--- config.mk ---
export PLATFORM = sky130hd
export DESIGN_NAME = br_generator_frac
export DESIGN_NICKNAME = d
export VERILOG_FILES = /design/src/rtl/br_generator_frac.sv
export SDC_FILE = /design/constraint.sdc
export NUM_CORES = 1
export LEC_CHECK = 0
export CORE_AREA = 2 2 99 101
export CTS_CLUSTER_SIZE = 12
export DETAILED_ROUTE_END_ITERATION = 10
export DIE_AREA = 0 0 101 103
export PLACE_DENSITY = 0.78
export SYNTH_ARGS = -nofsm -noshare
export SYNTH_HDL_FRONTEND = slang
export SYNTH_SLANG_ARGS = --single-unit
--- constraint.sdc ---
create_clock -name i_clk -period 4.3 [get_ports i_clk]
set_clock_uncertainty 0.1 [all_clocks]
set_input_delay 1.29 -clock i_clk [delete_from_list [all_inputs] [get_ports i_clk]]
set_output_delay 1.29 -clock i_clk [all_outputs]
set_load 0.02 [all_outputs]
--- src/rtl/br_generator_frac.sv ---
// UART baud-tick generator with a fractional divisor.
// Produces an oversampling tick plus mid-bit and end-of-bit strobes. The
// divisor is double-buffered: writes land in a shadow copy and move into the
// active copy at a tick, a phase restart, or immediately while disabled.
module br_generator_frac #(
    parameter longint unsigned CLK_FREQ   = 64'd100000000,
    parameter int unsigned     BAUD_RATE  = 32'd9600,
    parameter int unsigned     OVERSAMPLE = 32'd16,
    parameter int unsigned     INT_NBITS  = 32'd16,
    parameter int unsigned     FRAC_NBITS = 32'd4,
    parameter longint unsigned DEF_INT    = CLK_FREQ / (64'(OVERSAMPLE) * 64'(BAUD_RATE)),
    parameter longint unsigned DEF_FRAC   =
        ((CLK_FREQ % (64'(OVERSAMPLE) * 64'(BAUD_RATE))) * (64'd2 << FRAC_NBITS)
         + 64'(OVERSAMPLE) * 64'(BAUD_RATE))
        / (64'd2 * 64'(OVERSAMPLE) * 64'(BAUD_RATE))
) (
    input  logic                  i_clk,
    input  logic                  i_rst,
    input  logic                  i_en,
    input  logic                  i_sync,
    input  logic                  i_div_wr,
    input  logic [INT_NBITS-1:0]  i_div_int,
    input  logic [FRAC_NBITS-1:0] i_div_frac,
    output logic                  o_tick,
    output logic                  o_mid_tick,
    output logic                  o_bit_tick,
    output logic                  o_div_pend
);

    localparam int unsigned SUB_W = $clog2(OVERSAMPLE);

    // Rounding of the default fraction can reach 2^FRAC_NBITS; fold that
    // overflow back into the integer part so the default stays accurate.
    localparam longint unsigned DEF_CARRY = DEF_FRAC >> FRAC_NBITS;

    localparam logic [INT_NBITS-1:0]  DEF_INT_C  = INT_NBITS'(DEF_INT + DEF_CARRY);
    localparam logic [FRAC_NBITS-1:0] DEF_FRAC_C = FRAC_NBITS'(DEF_FRAC);
    localparam logic [INT_NBITS-1:0]  ZERO_I     = INT_NBITS'(0);
    localparam logic [INT_NBITS-1:0]  ONE_I      = INT_NBITS'(1);
    localparam logic [INT_NBITS-1:0]  TWO_I      = INT_NBITS'(2);
    localparam logic [FRAC_NBITS-1:0] ZERO_F     = FRAC_NBITS'(0);
    localparam logic [SUB_W-1:0]      ZERO_SUB   = SUB_W'(0);
    localparam logic [SUB_W-1:0]      ONE_SUB    = SUB_W'(1);
    localparam logic [SUB_W-1:0]      MID_SUB    = SUB_W'(OVERSAMPLE / 32'd2 - 32'd1);
    localparam logic [SUB_W-1:0]      LAST_SUB   = SUB_W'(OVERSAMPLE - 32'd1);

    // A divisor below 2 would leave no idle cycle between ticks.
    function automatic logic [INT_NBITS-1:0] clamp_int(input logic [INT_NBITS-1:0] v);
        logic [INT_NBITS-1:0] r;
        if (v < TWO_I) begin
            r = TWO_I;
        end else begin
            r = v;
        end
        return r;
    endfunction

    logic [INT_NBITS-1:0]  cnt_q,   cnt_d;
    logic [FRAC_NBITS-1:0] acc_q,   acc_d;
    logic [SUB_W-1:0]      sub_q,   sub_d;
    logic [INT_NBITS-1:0]  aint_q,  aint_d;
    logic [FRAC_NBITS-1:0] afrac_q, afrac_d;
    logic [INT_NBITS-1:0]  sint_q,  sint_d;
    logic [FRAC_NBITS-1:0] sfrac_q, sfrac_d;
    logic                  pend_q,  pend_d;

    logic                  tick_s;
    logic                  apply_s;
    logic                  new_div_s;
    logic [INT_NBITS-1:0]  sh_int_s;
    logic [FRAC_NBITS-1:0] sh_frac_s;
    logic [FRAC_NBITS:0]   acc_sum_s;

    // Next-state: shadow capture, divisor apply, phase restart, tick reload, count-down.
    always_comb begin
        sh_int_s  = i_div_wr ? clamp_int(i_div_int) : sint_q;
        sh_frac_s = i_div_wr ? i_div_frac : sfrac_q;
        new_div_s = pend_q | i_div_wr;
        tick_s    = i_en & ~i_sync & (cnt_q == ZERO_I);
        apply_s   = i_sync | tick_s | (~i_en & pend_q);
        acc_sum_s = {1'b0, acc_q} + {1'b0, afrac_q};

        cnt_d   = cnt_q;
        acc_d   = acc_q;
        sub_d   = sub_q;
        aint_d  = aint_q;
        afrac_d = afrac_q;
        sint_d  = sh_int_s;
        sfrac_d = sh_frac_s;
        pend_d  = new_div_s;

        if (apply_s && new_div_s) begin
            // A fresh divisor takes over and restarts the phase.
            aint_d  = sh_int_s;
            afrac_d = sh_frac_s;
            cnt_d   = sh_int_s - ONE_I;
            acc_d   = ZERO_F;
            sub_d   = ZERO_SUB;
            pend_d  = 1'b0;
        end else if (i_sync) begin
            cnt_d   = aint_q - ONE_I;
            acc_d   = ZERO_F;
            sub_d   = ZERO_SUB;
            pend_d  = 1'b0;
        end else if (tick_s) begin
            // Accumulator carry stretches the next period by one clock.
            acc_d = acc_sum_s[FRAC_NBITS-1:0];
            cnt_d = aint_q - ONE_I + {{(INT_NBITS-1){1'b0}}, acc_sum_s[FRAC_NBITS]};
            sub_d = sub_q + ONE_SUB;
        end else if (i_en) begin
            cnt_d = cnt_q - ONE_I;
        end else begin
            cnt_d = cnt_q;
        end
    end

    // State registers with asynchronous active-low reset to the default divisor.
    always_ff @(posedge i_clk or negedge i_rst) begin
        if (!i_rst) begin
            cnt_q   <= DEF_INT_C - ONE_I;
            acc_q   <= ZERO_F;
            sub_q   <= ZERO_SUB;
            aint_q  <= DEF_INT_C;
            afrac_q <= DEF_FRAC_C;
            sint_q  <= DEF_INT_C;
            sfrac_q <= DEF_FRAC_C;
            pend_q  <= 1'b0;
        end else begin
            cnt_q   <= cnt_d;
            acc_q   <= acc_d;
            sub_q   <= sub_d;
            aint_q  <= aint_d;
            afrac_q <= afrac_d;
            sint_q  <= sint_d;
            sfrac_q <= sfrac_d;
            pend_q  <= pend_d;
        end
    end

    assign o_tick     = tick_s;
    assign o_mid_tick = tick_s & (sub_q == MID_SUB);
    assign o_bit_tick = tick_s & (sub_q == LAST_SUB);
    assign o_div_pend = pend_q;

endmodule

* After elaboration in Yosys (flattened, before gate mapping)
Cells that the tools add are included.
** Storage, ports and cells
- Word-level logic and storage cells :: 46
- Input port bits :: 25
- Flip-flop bits (word level) :: 65
- Output and inout bits :: 4
** Operators by class
- Reduce and logical (&&, ||, !) cells :: 4
- Muxes and demuxes :: 15
- Add/subtract/negate cells :: 6
- Equality and inequality tests :: 2
- Bitwise logic cells :: 10
- Order comparisons :: 1
** Operators by type and width (number)
- 2-to-1 mux 16 bit :: 6
- subtractor 16 x 1 -> 16 bit (second input constant) :: 3
- 2-to-1 mux 4 bit :: 7
- adder 16 x 1 -> 16 bit :: 1
- zero test 16 bit :: 1
- < comparator 16 x 2 -> 1 bit (second input constant) :: 1
- adder 4 x 4 -> 5 bit :: 1
- AND 1 bit :: 5
- adder 4 x 1 -> 4 bit (second input constant) :: 1
- equality test 4 x 3 -> 1 bit (second input constant) :: 1
- equality test 4 bit (second input constant) :: 1
- nonzero test 4 bit :: 1
- bitwise OR 1 bit :: 3
- nonzero test 3 bit :: 1
- 2-to-1 mux 1 bit :: 2
- inverter 1 bit :: 2
- logical AND 1 bit :: 1

* Longest topological paths before layout
- Depth after elaboration :: 7
- Mapped depth :: 14

* Worst setup path before layout
Ideal clock, no wire load.
- Kind :: input to output
- Start :: input i_sync
- End :: output o_bit_tick
- Data required time :: 2.910 ns
- Cell stages on the path :: 9
- Arrival :: 2.832 ns
- Path slack :: 0.078 ns
- Cell sequence :: nor2_1 -> and3_1 -> clkbuf_1 -> nand2_1 -> inv_1 -> buf_2 -> buf_2 -> nand3_1 -> nor2_1
** Between the ends
- Word-level cells in the longest chain between the ends :: 4
** RTL lines
- from (decl) :: line 20 : input logic i_sync,
- inverter 1 bit :: line 79 : tick_s = i_en & ~i_sync & (cnt_q == ZERO_I);
- AND 1 bit (2 in series) :: line 79
- named net o_tick :: line 24 : output logic o_tick,
- AND 1 bit :: line 142 : assign o_bit_tick = tick_s & (sub_q == LAST_SUB);
- to (decl) :: line 26 : output logic o_bit_tick,
The timed path passes the listed nets, and every way through them passes these cells.

* Final worst setup path
- Start :: input i_sync
- End :: output o_bit_tick
** Between the ends
- Word-level cells in the longest chain between the ends :: 4
** RTL lines (line)
- inverter 1 bit :: 79
- AND 1 bit (2 in series) :: 79
- AND 1 bit :: 142
Every way passes these cells.

==> flow_summary.yaml <==
sta:
  clock.fmax_ghz: 0.242
  hold_viol: 0
  fin_crit_ns: 4.13
  max-slew-margin-rel: 0.527
  maxSlewViolCount: 0
  rsz0062_at_grt: "false"
  setup_viol: 0
  worst_pin_slew_ns: 0.710
  min_period_over_period: 0.960
yosys:
  synth_top_family_by_area: "simple AND/OR/NAND/NOR gates"
  avgSynthCellArea_um2: 8.89
  synthMuxAreaShare: 0.0646
  synth_edf_count: 0
  synth_fa_ha_area_frac: 0.0319
  synth_top_area_cell: "dfrtp_1"
  synth_top_area_share: 0.270
  synth.area.top_cells: "dfrtp_1 (27%), dfstp_2 (9.2%), xnor2_1 (6.5%)"
  yosys.area_share.simple: 0.207
  netlist_instances: 512
  async_reset_ff_frac: 1.00
  synth_xor_xnor_area_share: 0.0941
  yosysWarningCount: 0
  ys_ff_latch: 65
  synth_area_mm2: 0.00455
  syn_nets: 548
  seq_area_frac_synth: 0.362
  synth_cell_types: 70
  synthFlopType: "dfrtp_1"
  synth_compound_area_frac: 0.185
critical_path:
  crit_arrival_ns: 2.74
  worstSetupPathType: "input port to primary output"
  crit_path_end_kind: "primary output"
  critPathMaxFanout: 2
  crit_chain: "clkdlybuf4s50_1 -> nor2_1 -> and3_1 -> nand2_1 -> inv_1 -> nand3_1 -> nor2_1 -> dlygate4sd2_1"
  critPathLaunchType: "input port"
  crit_path_frequent_cell: "nor2_1"
  crit_slowest_cell: "clkdlybuf4s50_1"
  critPathRequiredTime_ns: 2.91
  slowest_delay_ns: 0.43
floorplanning:
  die_y_um: 103
  initial_core_util: 0.481
  num_rows: 36
  core_mm2: 0.00946
  io_pins: 29
  die_area_mm2: 0.0104
  die_x_um: 101
place:
  place_area_mm2: 0.00500
  dp.cells: 644
  place_congestion: 0.966
  port_buffers: 28
  dpl.hpwl_um: 8770
global_routing:
  grt_pass1_vias: 3775
  grt_pass1_wl_um: 19200
  grt_max_degree: 37
  grt_use_total: 0.237
  antenna_found_initial: 0
  gr-total-overflow: 0
clocking:
  cts_buffer_depth: 2
  clk_pin_slew_ns: 0.07
  cts_hold_buf: 0
  cts_sinks: 65
  cts_tree: "yes"
  post_cts_buffers: 0
  cts-buffers-inserted: 9
  clock_latency_ns: 0.35
  cts_root_buf: "clkbuf_8"
  cts.htree.levels: 3
layout:
  final_cell_mix: "nor2_1 (70), dfrtp_1 (49), a21oi_1 (37), xnor2_1 (34), nand2_1 (30)"
  fin_nets: 577
  fin_cells: 660
  diodes: 0
  syn_to_final_growth_pct: 14.7
  final_area_mm2: 0.00522
  drive_above_1_share: 0.152
  final_common_cell: "nor2_1"
route:
  wl_per_cell_um: 17.5
  vias: 3981
  routed_wl_um: 11600
  dr.pass1.iters: 5
  vias_per_cell: 6.03
  drt_iter0_drc: 398
  ant_nets: 0
  drc: 0
hold_path:
  hold_class: "register to register"
power_and_ir_drop:
  p_per_area_mw_per_mm2: 372
  leakagePower_nw: 2.17
  ir_drop_mv: 0.200
status:
  status: "finished clean"
flow_run:
  cap_violations: 0
[sequential cells by signal, summed over array words and instances, names as in the netlist]
register	count
aint_q	16
cnt_q	16
sint_q	16
acc_q	4
afrac_q	4
sfrac_q	4
sub_q	4
o_div_pend	1
[stage by stage]
step           setup TNS [ns]  setup slack (ns)  power (mW)  hold slack, ns  utilization
2_1_floorplan               0            0.0781        1.21           0.368            -
3_3_place_gp           -0.170           -0.0907        1.34           0.375        0.529
3_5_place_dp           -0.173           -0.0876        1.37           0.385        0.529
4_1_cts                     0           0.00768        1.94           0.402        0.551
5_1_grt                     0            0.0471        2.06           0.429        0.551
6_report                    0             0.172        1.94           0.398        0.551
[worst paths after layout]
path | depth (start not counted) | slack, ns | to | start
max | 8 | 0.17 | o_bit_tick | i_sync
min | 1 | 0.40 | sfrac_q[3] | sfrac_q[3]
max reg2reg | 12 | 1.06 | cnt_q[4] | acc_q[0]
min reg2reg | 1 | 0.40 | sfrac_q[3] | sfrac_q[3]
max in group asynchronous | 2 | 2.25 | cnt_q[3] | i_rst
min in group asynchronous | 1 | 0.89 | sfrac_q[1] | i_rst
[final cells by class]
type | count | area [um^2]
Sequential cell | 65 | 1650
Clock inverter | 4 | 76.3
Fill cell | 853 | 4240
Tap cell | 114 | 143
Multi-Input combinational cell | 387 | 2650
Inverter | 27 | 101
Clock buffer | 12 | 135
Timing Repair Buffer | 51 | 460
[logic make-up after synthesis]
logic type / Yosys count
AND/OR/NAND/NOR: 184
AO/OA/AOI/OAI: 116
flip-flops: 65
buffers and inverters: 60
XOR/XNOR: 48
multiplexers: 28
adder cells (fa/ha/maj): 11
[layer usage]
layer	wire length (um)	vias up	GRT usage
met3	603	23	0.0380
met4	186	0	0.0738
met5	0	-	0
met2	5480	135	0.385
met1	5310	1923	0.329
li1	-	1900	-
[critical path: cells and delay by family]
kind          cells  cell delay, ns
buf+inv           3            0.84
simple gates      5            0.60
[synth_stat cells, types with 2 or more instances]
master,count
o21ai_1,2
nor4_1,9
o22ai_1,2
buf_2,9
o211ai_1,6
nor2b_1,3
o21ai_0,11
xnor2_1,34
nor3_1,18
and3_1,8
inv_1,27
a221oi_1,4
nand3_1,14
a221o_1,3
dfrtp_1,49
xor2_1,13
a31oi_1,11
a22oi_1,6
mux2_2,11
mux2i_1,17
a21o_1,4
a2111oi_0,2
o211ai_4,2
nand2_1,30
o2111ai_1,6
buf_6,2
nor2_1,70
or4_1,3
nand4_1,8
a21oi_1,37
ha_1,10
dfstp_2,16
or4_4,3
nor3b_1,2
clkbuf_1,19
o31ai_1,3
or2_2,2
or3_1,4
[repair_timing]
action,in CTS,in global routing
pin swaps,0,0
setup endpoints to repair,2,1
resized for setup,2,1
[report_power, final]
part	switching, mW	total [mW]	internal [mW]
clock	0.241	0.570	0.329
combinational	0.296	0.532	0.236
sequential	0.122	0.841	0.719
total	0.659	1.94	1.28
Power figures use the tool's default switching activity.
